`src/rtl/dll_pkg.sv`:
```
// Shared types for the DLL loop controller: FSM state and step encodings.
package dll_pkg;

  // Encodings match the state_o debug port.
  typedef enum logic [1:0] {
    StIdle   = 2'd0,
    StSettle = 2'd1,
    StSample = 2'd2,
    StEval   = 2'd3
  } dll_state_e;

  typedef enum logic [1:0] {
    StepNone = 2'd0,
    StepUp   = 2'd1,
    StepDn   = 2'd2
  } dll_step_e;

endpackage

```
`src/rtl/dll_vote_filter.sv`:
```
// Per-window early/late vote counters and the threshold step decision.
module dll_vote_filter
  import dll_pkg::*;
#(
  parameter int unsigned FILT_N = 8,
  parameter int unsigned THRESH = 4
) (
  input  logic      clk,
  input  logic      rst,
  input  logic      clr,
  input  logic      sample,
  input  logic      eval,
  input  logic      early,
  input  logic      late,
  output dll_step_e step,
  output logic      window_done
);

  localparam int unsigned SW = (FILT_N > 1) ? $clog2(FILT_N) : 1;
  localparam int unsigned CW = SW + 1;
  localparam int unsigned DW = SW + 2;
  localparam logic signed [DW-1:0] THR = DW'(THRESH);

  logic [SW-1:0]        idx_q, idx_d;
  logic [CW-1:0]        early_q, early_d;
  logic [CW-1:0]        late_q, late_d;
  logic signed [DW-1:0] diff;

  // Vote counter state; a synchronous reset drops any partial window.
  always_ff @(posedge clk) begin
    if (rst) begin
      idx_q   <= '0;
      early_q <= '0;
      late_q  <= '0;
    end else begin
      idx_q   <= idx_d;
      early_q <= early_d;
      late_q  <= late_d;
    end
  end

  // Count one sample per SAMPLE cycle; ambiguous samples advance the index only.
  always_comb begin
    idx_d   = idx_q;
    early_d = early_q;
    late_d  = late_q;
    if (clr || eval) begin
      idx_d   = '0;
      early_d = '0;
      late_d  = '0;
    end else if (sample) begin
      idx_d = idx_q + 1'b1;
      if (early && !late) early_d = early_q + 1'b1;
      if (late && !early) late_d = late_q + 1'b1;
    end
  end

  assign window_done = sample && (idx_q == SW'(FILT_N - 1));
  assign diff        = $signed({1'b0, early_q}) - $signed({1'b0, late_q});

  // Majority decision from the completed window, consumed in EVAL.
  always_comb begin
    step = StepNone;
    if (diff >= THR) begin
      step = StepUp;
    end else if (diff <= -THR) begin
      step = StepDn;
    end
  end

endmodule

```
`src/rtl/dll_lock_ctrl.sv`:
```
// DLL loop controller: filters phase-detector votes, steps the delay code,
// flags saturation at the code bounds and detects lock.
module dll_lock_ctrl
  import dll_pkg::*;
#(
  parameter int unsigned CODE_W       = 6,
  parameter int unsigned CODE_INIT    = 32,
  parameter int unsigned FILT_N       = 8,
  parameter int unsigned THRESH       = 4,
  parameter int unsigned SETTLE       = 2,
  parameter int unsigned LOCK_WINDOWS = 4
) (
  input  logic              clk,
  input  logic              rst,
  input  logic              en_i,
  input  logic              pd_early_i,
  input  logic              pd_late_i,
  output logic [CODE_W-1:0] code_o,
  output logic              locked_o,
  output logic              sat_o,
  output logic [1:0]        state_o
);

  localparam int unsigned SETW        = (SETTLE > 1) ? $clog2(SETTLE) : 1;
  localparam int unsigned SETTLE_LAST = (SETTLE > 0) ? SETTLE - 1 : 0;
  localparam int unsigned LW          = $clog2(LOCK_WINDOWS + 1);
  localparam logic [CODE_W-1:0] CODE_MAX = {CODE_W{1'b1}};

  dll_state_e        state_q, state_d;
  logic [CODE_W-1:0] code_q, code_d;
  logic              locked_q, locked_d;
  logic              sat_q, sat_d;
  logic [LW-1:0]     lock_cnt_q, lock_cnt_d;
  dll_step_e         prev_step_q, prev_step_d;
  logic [SETW-1:0]   settle_q, settle_d;

  logic      sample_en;
  logic      eval_en;
  logic      filt_clr;
  logic      window_done;
  dll_step_e step;
  logic      sat_hit;
  logic      code_change;
  logic      trending;

  dll_vote_filter #(
    .FILT_N(FILT_N),
    .THRESH(THRESH)
  ) u_vote_filter (
    .clk        (clk),
    .rst        (rst),
    .clr        (filt_clr),
    .sample     (sample_en),
    .eval       (eval_en),
    .early      (pd_early_i),
    .late       (pd_late_i),
    .step       (step),
    .window_done(window_done)
  );

  // FSM state register.
  always_ff @(posedge clk) begin
    if (rst) begin
      state_q <= StIdle;
    end else begin
      state_q <= state_d;
    end
  end

  // FSM next state; disable overrides every state.
  always_comb begin
    state_d = state_q;
    if (!en_i) begin
      state_d = StIdle;
    end else begin
      unique case (state_q)
        StIdle:   state_d = (SETTLE == 0) ? StSample : StSettle;
        StSettle: if (settle_q == SETW'(SETTLE_LAST)) state_d = StSample;
        StSample: if (window_done) state_d = StEval;
        StEval: begin
          // Only a real code change needs the delay line to settle again.
          if (code_change && (SETTLE != 0)) state_d = StSettle;
          else                              state_d = StSample;
        end
        default:  state_d = StIdle;
      endcase
    end
  end

  // FSM outputs: filter strobes and debug state.
  always_comb begin
    sample_en = 1'b0;
    eval_en   = 1'b0;
    filt_clr  = !en_i;
    state_o   = state_q;
    unique case (state_q)
      StIdle:   filt_clr  = 1'b1;
      StSettle: filt_clr  = !en_i;
      StSample: sample_en = en_i;
      StEval:   eval_en   = en_i;
      default:  filt_clr  = 1'b1;
    endcase
  end

  // Loop datapath registers.
  always_ff @(posedge clk) begin
    if (rst) begin
      code_q      <= CODE_W'(CODE_INIT);
      locked_q    <= 1'b0;
      sat_q       <= 1'b0;
      lock_cnt_q  <= '0;
      prev_step_q <= StepNone;
      settle_q    <= '0;
    end else begin
      code_q      <= code_d;
      locked_q    <= locked_d;
      sat_q       <= sat_d;
      lock_cnt_q  <= lock_cnt_d;
      prev_step_q <= prev_step_d;
      settle_q    <= settle_d;
    end
  end

  assign sat_hit = eval_en && (((step == StepUp) && (code_q == CODE_MAX)) ||
                               ((step == StepDn) && (code_q == '0)));
  assign code_change = eval_en && (step != StepNone) && !sat_hit;
  assign trending    = (step != StepNone) && (step == prev_step_q);

  // Code stepping, saturation flag and lock tracking, all resolved in EVAL.
  always_comb begin
    code_d      = code_q;
    locked_d    = locked_q;
    sat_d       = sat_q;
    lock_cnt_d  = lock_cnt_q;
    prev_step_d = prev_step_q;
    settle_d    = '0;
    if (!en_i || (state_q == StIdle)) begin
      // Code is held across disable so the loop resumes where it left off.
      locked_d    = 1'b0;
      sat_d       = 1'b0;
      lock_cnt_d  = '0;
      prev_step_d = StepNone;
    end else begin
      if (state_q == StSettle) settle_d = settle_q + 1'b1;
      if (eval_en) begin
        prev_step_d = step;
        sat_d       = sat_hit;
        if (code_change) begin
          code_d = (step == StepUp) ? code_q + 1'b1 : code_q - 1'b1;
        end
        // Pinning at a bound counts as trending: the loop still wants to move.
        if (trending || sat_hit) begin
          lock_cnt_d = '0;
          locked_d   = 1'b0;
        end else begin
          if (lock_cnt_q != LW'(LOCK_WINDOWS)) lock_cnt_d = lock_cnt_q + 1'b1;
          locked_d = (lock_cnt_d == LW'(LOCK_WINDOWS));
        end
      end
    end
  end

  assign code_o   = code_q;
  assign locked_o = locked_q;
  assign sat_o    = sat_q;

endmodule

```
`config.mk`:
```
export PLATFORM = sky130hd
export DESIGN_NAME = dll_lock_ctrl
export DESIGN_NICKNAME = d
export VERILOG_FILES = /design/src/rtl/dll_pkg.sv /design/src/rtl/dll_vote_filter.sv /design/src/rtl/dll_lock_ctrl.sv
export SDC_FILE = /design/constraint.sdc
export NUM_CORES = 1
export LEC_CHECK = 0
export BUFFER_PORTS_ARGS = -buffer_cell sky130_fd_sc_hd__buf_2
export CELL_PAD_IN_SITES_DETAIL_PLACEMENT = 2
export CELL_PAD_IN_SITES_GLOBAL_PLACEMENT = 2
export CORE_MARGIN = 4
export CORE_UTILIZATION = 36
export CTS_CLUSTER_DIAMETER = 40
export DETAILED_ROUTE_END_ITERATION = 12
export GPL_TIMING_DRIVEN = 0
export PLACE_DENSITY_LB_ADDON = 0.1
export SYNTH_ARGS = -nofsm -noshare
export SYNTH_HDL_FRONTEND = slang
export SYNTH_SLANG_ARGS = --single-unit
```
`constraint.sdc`:
```
create_clock -name clk -period 4.2 [get_ports clk]
set_input_delay 0.21 -clock clk [delete_from_list [all_inputs] [get_ports clk]]
set_output_delay 0.21 -clock clk [all_outputs]
set_load 0.02 [all_outputs]
```
Word level (Yosys, flattened, before mapping):

Cells that the tools add are included.

* register bits: 27
* input port bits: 5
* output and inout port bits: 10
* word-level logic and storage cells: 79

* add/subtract/negate cells: 8
* $lt $le $gt $ge: 2
* eq/ne operators: 12
* muxes and demuxes: 16
* bitwise operators: 3
* reduce and logical (&&, ||, !) cells: 28

Operators with widths (count)
* $mux 3: 5
* $mux 2: 5
* $logic_and 1x1->1: 9
* $add 4x1->4 const B: 2
* $pmux 2 s4: 1
* $add 3x1->3 const B: 2
* $add 6x1->6 const B: 1
* $eq 2x2->1 const B: 3
* $eq 3x3->1 const B: 2
* $eq 6x6->1 const B: 1
* $logic_not 6->1: 1
* $mux 6: 1
* $reduce_and 2->1: 3
* $reduce_or 2->1: 3
* $sub 6x1->6 const B: 1
* $ge 5x4->1 const B: 1
* $le 5x3->1 const B: 1
* $sub 4x4->5: 1
* $eq 2x1->1 const B: 2
* $logic_not 1->1: 4
* $logic_or 1x1->1: 4
* $mux 1: 4
* $ne 3x3->1 const B: 1
* $not 1->1: 3
* 8 further kinds: 8

Depth between registers and ports, before layout:

* word-level depth: 14
* mapped depth: 15
* depth with buffers taken out: 15

Hierarchy:

A second synthesis with hierarchy kept.

* cells, all modules: 191
* area, all modules: 1651.6 um2

Modules (own cells, without submodules)
* dll_lock_ctrl: instances 1, cells each 113, area an instance 949.7 um2, seq. area each 320.3 um2
* dll_vote_filter: instances 1, cells each 78, area an instance 701.9 um2, seq. area each 220.2 um2

Worst setup path before layout:

No wires, ideal clock.

* kind: reg2reg
* start point: register u_vote_filter.late_q[0]
* end point: register code_q[5], in the netlist code_o[5]
* data arrival time: 3308 ps
* path slack: 821 ps
* stages on the path, launching flop included: 15
* buffers on the path: 0
* period minus slack after synthesis: 3379 ps
* cells stage by stage: dfxtp_1 ha_1 inv_1 fa_1 or4_1 o21ai_2 nor3_4 nand2_1 ha_1 a211oi_1 o21bai_1 a21o_1 a21o_1 a211oi_2 mux2i_1

* word-level cells in the longest chain between the ends: 11
* elaborated cells between the ends (all ways): 17

Ends and longest elaborated chain
* start, declared: RTL line dll_vote_filter.sv:26 `logic [CW-1:0] late_q, late_d;`
* start signal, assigned: RTL line dll_vote_filter.sv:38 `late_q <= late_d;`
* $sub 4x4->5 *: RTL line dll_vote_filter.sv:59 `assign diff = $signed({1'b0, early_q}) - $signed({1'b0, late_q});`
* $le 5x3->1: RTL line dll_vote_filter.sv:66 `end else if (diff <= -THR) begin`
* $mux 2: RTL line dll_vote_filter.sv:66
* $mux 2 *: RTL line dll_vote_filter.sv:64 `if (diff >= THR) begin`
* $eq 2x1->1 / $eq 2x2->1 (equally long branches): RTL line dll_lock_ctrl.sv:124, dll_lock_ctrl.sv:149, dll_lock_ctrl.sv:125
* $logic_and 1x1->1, on equally long branches: RTL line dll_lock_ctrl.sv:124, dll_lock_ctrl.sv:125
* $logic_or 1x1->1: RTL line dll_lock_ctrl.sv:124 `assign sat_hit = eval_en && (((step == StepUp) && (code_q == CODE_MAX)) ||`
* $logic_and 1x1->1: RTL line dll_lock_ctrl.sv:124
* $logic_not 1->1: RTL line dll_lock_ctrl.sv:126 `assign code_change = eval_en && (step != StepNone) && !sat_hit;`
* $logic_and 1x1->1: RTL line dll_lock_ctrl.sv:126
* $reduce_and 3->1 (no source line)
* end signal, assigned: RTL line dll_lock_ctrl.sv:108 `code_q <= CODE_W'(CODE_INIT);`
* end signal, assigned: RTL line dll_lock_ctrl.sv:115 `code_q <= code_d;`
* end, declared: RTL line dll_lock_ctrl.sv:30 `logic [CODE_W-1:0] code_q, code_d;`

Every way passes the cells marked *; elsewhere a longest branch is shown, timed or not.
A chain may end at the register's enable or synchronous reset.

Worst setup path after layout:

Ends and elaborated chain as after synthesis.

==> out/metrics.csv <==
metric,value,unit
holdBufCountCts,0,
die_area,5980,um^2
drtPass1Iterations,4,
diodes,0,
io_pins,15,
dr_total_vias,1549,
crit_required,4420,ps
drv_cap,0,
yosysSeqAreaShare,31.3,%
p_leak,0.712,nW
yosysWarningCount,0,
critPathMaxStageDelay,580,ps
syn-cell-area,1730,um^2
ant_nets,0,
drive_above_1_share,11.3,%
clk_latency,280,ps
cts_setup_buffers,0,
tightest_slew,727,ps
start_util,38.4,%
tns,0,ps
core_region_area,4500,um^2
grt_max_degree,17,
cp_max_fo,8,
synthCells,203,
final.period_utilization,92.4,%
cts_buffers,3,
synth_edf_count,0,
cts_tree,built,
numClockSinks,27,
vias_per_cell,5.67,
layout.nets,243,
grt_pass1_vias,1709,
hold_class,input port to flip-flop,
die_w,77.3,um
cp.arrival,4100,ps
root_buffer,clkbuf_8,
grt_pass1_wl,8190,um
critPathSlowestCell,or4_1,
ctsResizeCount,0,
io_buffer_count,14,
cp-start-kind,flip-flop,
clock_skew,8.74,ps
slew_headroom,51.4,%
dp.cells,269,
irDropWorstVdd,0.150,mV
synthFlopType,dfxtp_1,
fmax,258,MHz
cts.clk_slew.worst_paths,110,ps
rows,24,
status,"complete, no violations",
grt_overflow,0,
maxSlewViolCount,0,
ys_ff_latch,27,
drc,0,
antenna_found_initial,0,
synthArstFlopShare,0,%
setup_viol,0,
critical_path.cell_chain,ha_1 > inv_1 > fa_1 > or4_1 > o21ai_2 > nor3_4 > nand2_1 > ha_1 > a211oi_1 > o21bai_1 > a21o_1 > a21o_1 > a211oi_2 > mux2i_1,
die_h,77.3,um
wire_per_inst,17.0,um
end_kind,flip-flop,
hold_viol,0,
syn_nets,224,
rsz0062_at_grt,no,
power.density,223,nW/um^2
cts_buffer_depth,2,
area_delta_synth_final,10.6,%
place_congestion,0.838,
period_minus_slack,3880,ps
track_usage,16.5,%
drt_iter0_drc,63,
cts_max_level,1,
dp_hpwl,3730,um
crit_type,flip-flop to flip-flop,
syn_area_per_cell,8.52,um^2
synthDistinctLibCells,44,
final_cell_count_no_fill,273,
drt-total-wl,4650,um
## final cells by class
cell class	instances	area, um^2
multi-input combinational	163	1140
tap	52	65.1
inverter	8	30.0
sequential	27	541
buffer	5	20.0
clock inverter	1	7.51
clock buffer	3	41.3
timing repair buffer	14	70.1
fill	513	2590
## synth_stat cells, types with 3 or more instances
library cell / n / area, um^2
dfxtp_1: 27 / 541
nor2_1: 23 / 86.3
a21oi_1: 17 / 85.1
ha_1: 14 / 175
nand2_1: 12 / 45.0
o21ai_0: 9 / 45.0
inv_1: 8 / 30.0
nand3_1: 8 / 40.0
nand2b_1: 7 / 43.8
xnor2_1: 7 / 61.3
and3_1: 5 / 31.3
nor2b_1: 5 / 31.3
a211oi_1: 4 / 30.0
a21o_1: 4 / 30.0
clkbuf_1: 4 / 15.0
nand4_1: 4 / 25.0
nor3b_1: 4 / 30.0
mux2i_1: 3 / 30.0
nand3b_1: 3 / 22.5
o211ai_1: 3 / 22.5
## worst max-delay path: cells and delay by family, from the launching register on
kind	cells	cell delay (ps)
buf+inv	1	60
simple gates	3	980
flops	1	430
compound gates	6	1120
mux	1	200
fa+ha+maj	3	1010
## per-layer routing
layer	track usage [%]	share of wire (%)	vias to the layer above
met2	30.0	52	12
li1	-	-	773
met5	0	0	-
met3	2.69	1.8	6
met4	2.67	0.84	0
met1	20.7	45	758
## report_power, final
group          internal [W]  switching (W)
Sequential         0.000257     0.00000142
Combinational    0.00000394     0.00000702
Clock             0.0000675      0.0000900
## per-stage QoR
| step | instance area (um^2) | util [%] | hold WS [ps] | setup WS [ps] | total power, W |
|---|---|---|---|---|---|
| global placement | 1860 | 41.4 | 432 | 434 | 0.000274 |
| finish | 1910 | 42.5 | 189 | 318 | 0.000427 |
| floorplan | 1730 | - | 275 | 821 | 0.000269 |
| detailed placement | 1860 | 41.4 | 454 | 293 | 0.000275 |
| global route | 1910 | 42.5 | 184 | 6.88 | 0.000448 |
| CTS | 1910 | 42.5 | 178 | 241 | 0.000433 |
## placed cells by master (no fill, tap or decap), drive strengths merged, types with 2 or more instances in the layout
| cell type | instances |
|---|---|
| buf | 15 |
| nor2 | 23 |
| dfxtp | 27 |
| nand2 | 12 |
| xnor2 | 7 |
| o21ai | 12 |
| a211oi | 6 |
| ha | 14 |
| a21o | 4 |
| a21oi | 17 |
| o21bai | 2 |
| clkbuf | 7 |
| fa | 2 |
| mux2i | 3 |
| a22oi | 2 |
| nand4 | 4 |
| inv | 8 |
| and3 | 5 |
| nor3 | 3 |
| nand2b | 7 |
| a32oi | 2 |
| nand3b | 3 |
| o211ai | 3 |
| nand3 | 8 |
| nor3b | 4 |
| xor2 | 2 |
| nor2b | 5 |
| nor4 | 2 |
## final timing paths
| kind | slack (ps) | to | startpoint | cells after the start |
|---|---|---|---|---|
| min | 190 | code_o[2] | rst | 2 |
| max | 320 | code_o[5] | u_vote_filter.late_q[0] | 14 |
| max reg2reg | 320 | code_o[5] | u_vote_filter.late_q[0] | 14 |
| min reg2reg | 470 | settle_q | settle_q | 1 |
## state kept, by name (all words and copies together), names as in the netlist, 2 cells and up
register               flops
lock_cnt_q                 3
state_o                    2
u_vote_filter.late_q       4
u_vote_filter.idx_q        3
prev_step_q                2
code_o                     6
u_vote_filter.early_q      4
## cell families (layout without fill, tap and decap cells)
group           count (synthesis)  count (layout)  synth area share (%)
fa+ha+maj                      16              16                  12.4
simple gates                   81              81                  25.0
buf+inv                        13              31                  2.89
mux                             3               3                  1.74
flops                          27              27                  31.3
xor+xnor                        9               9                  4.56
compound gates                 54              54                  22.1
(Power assumes the default switching activity.)
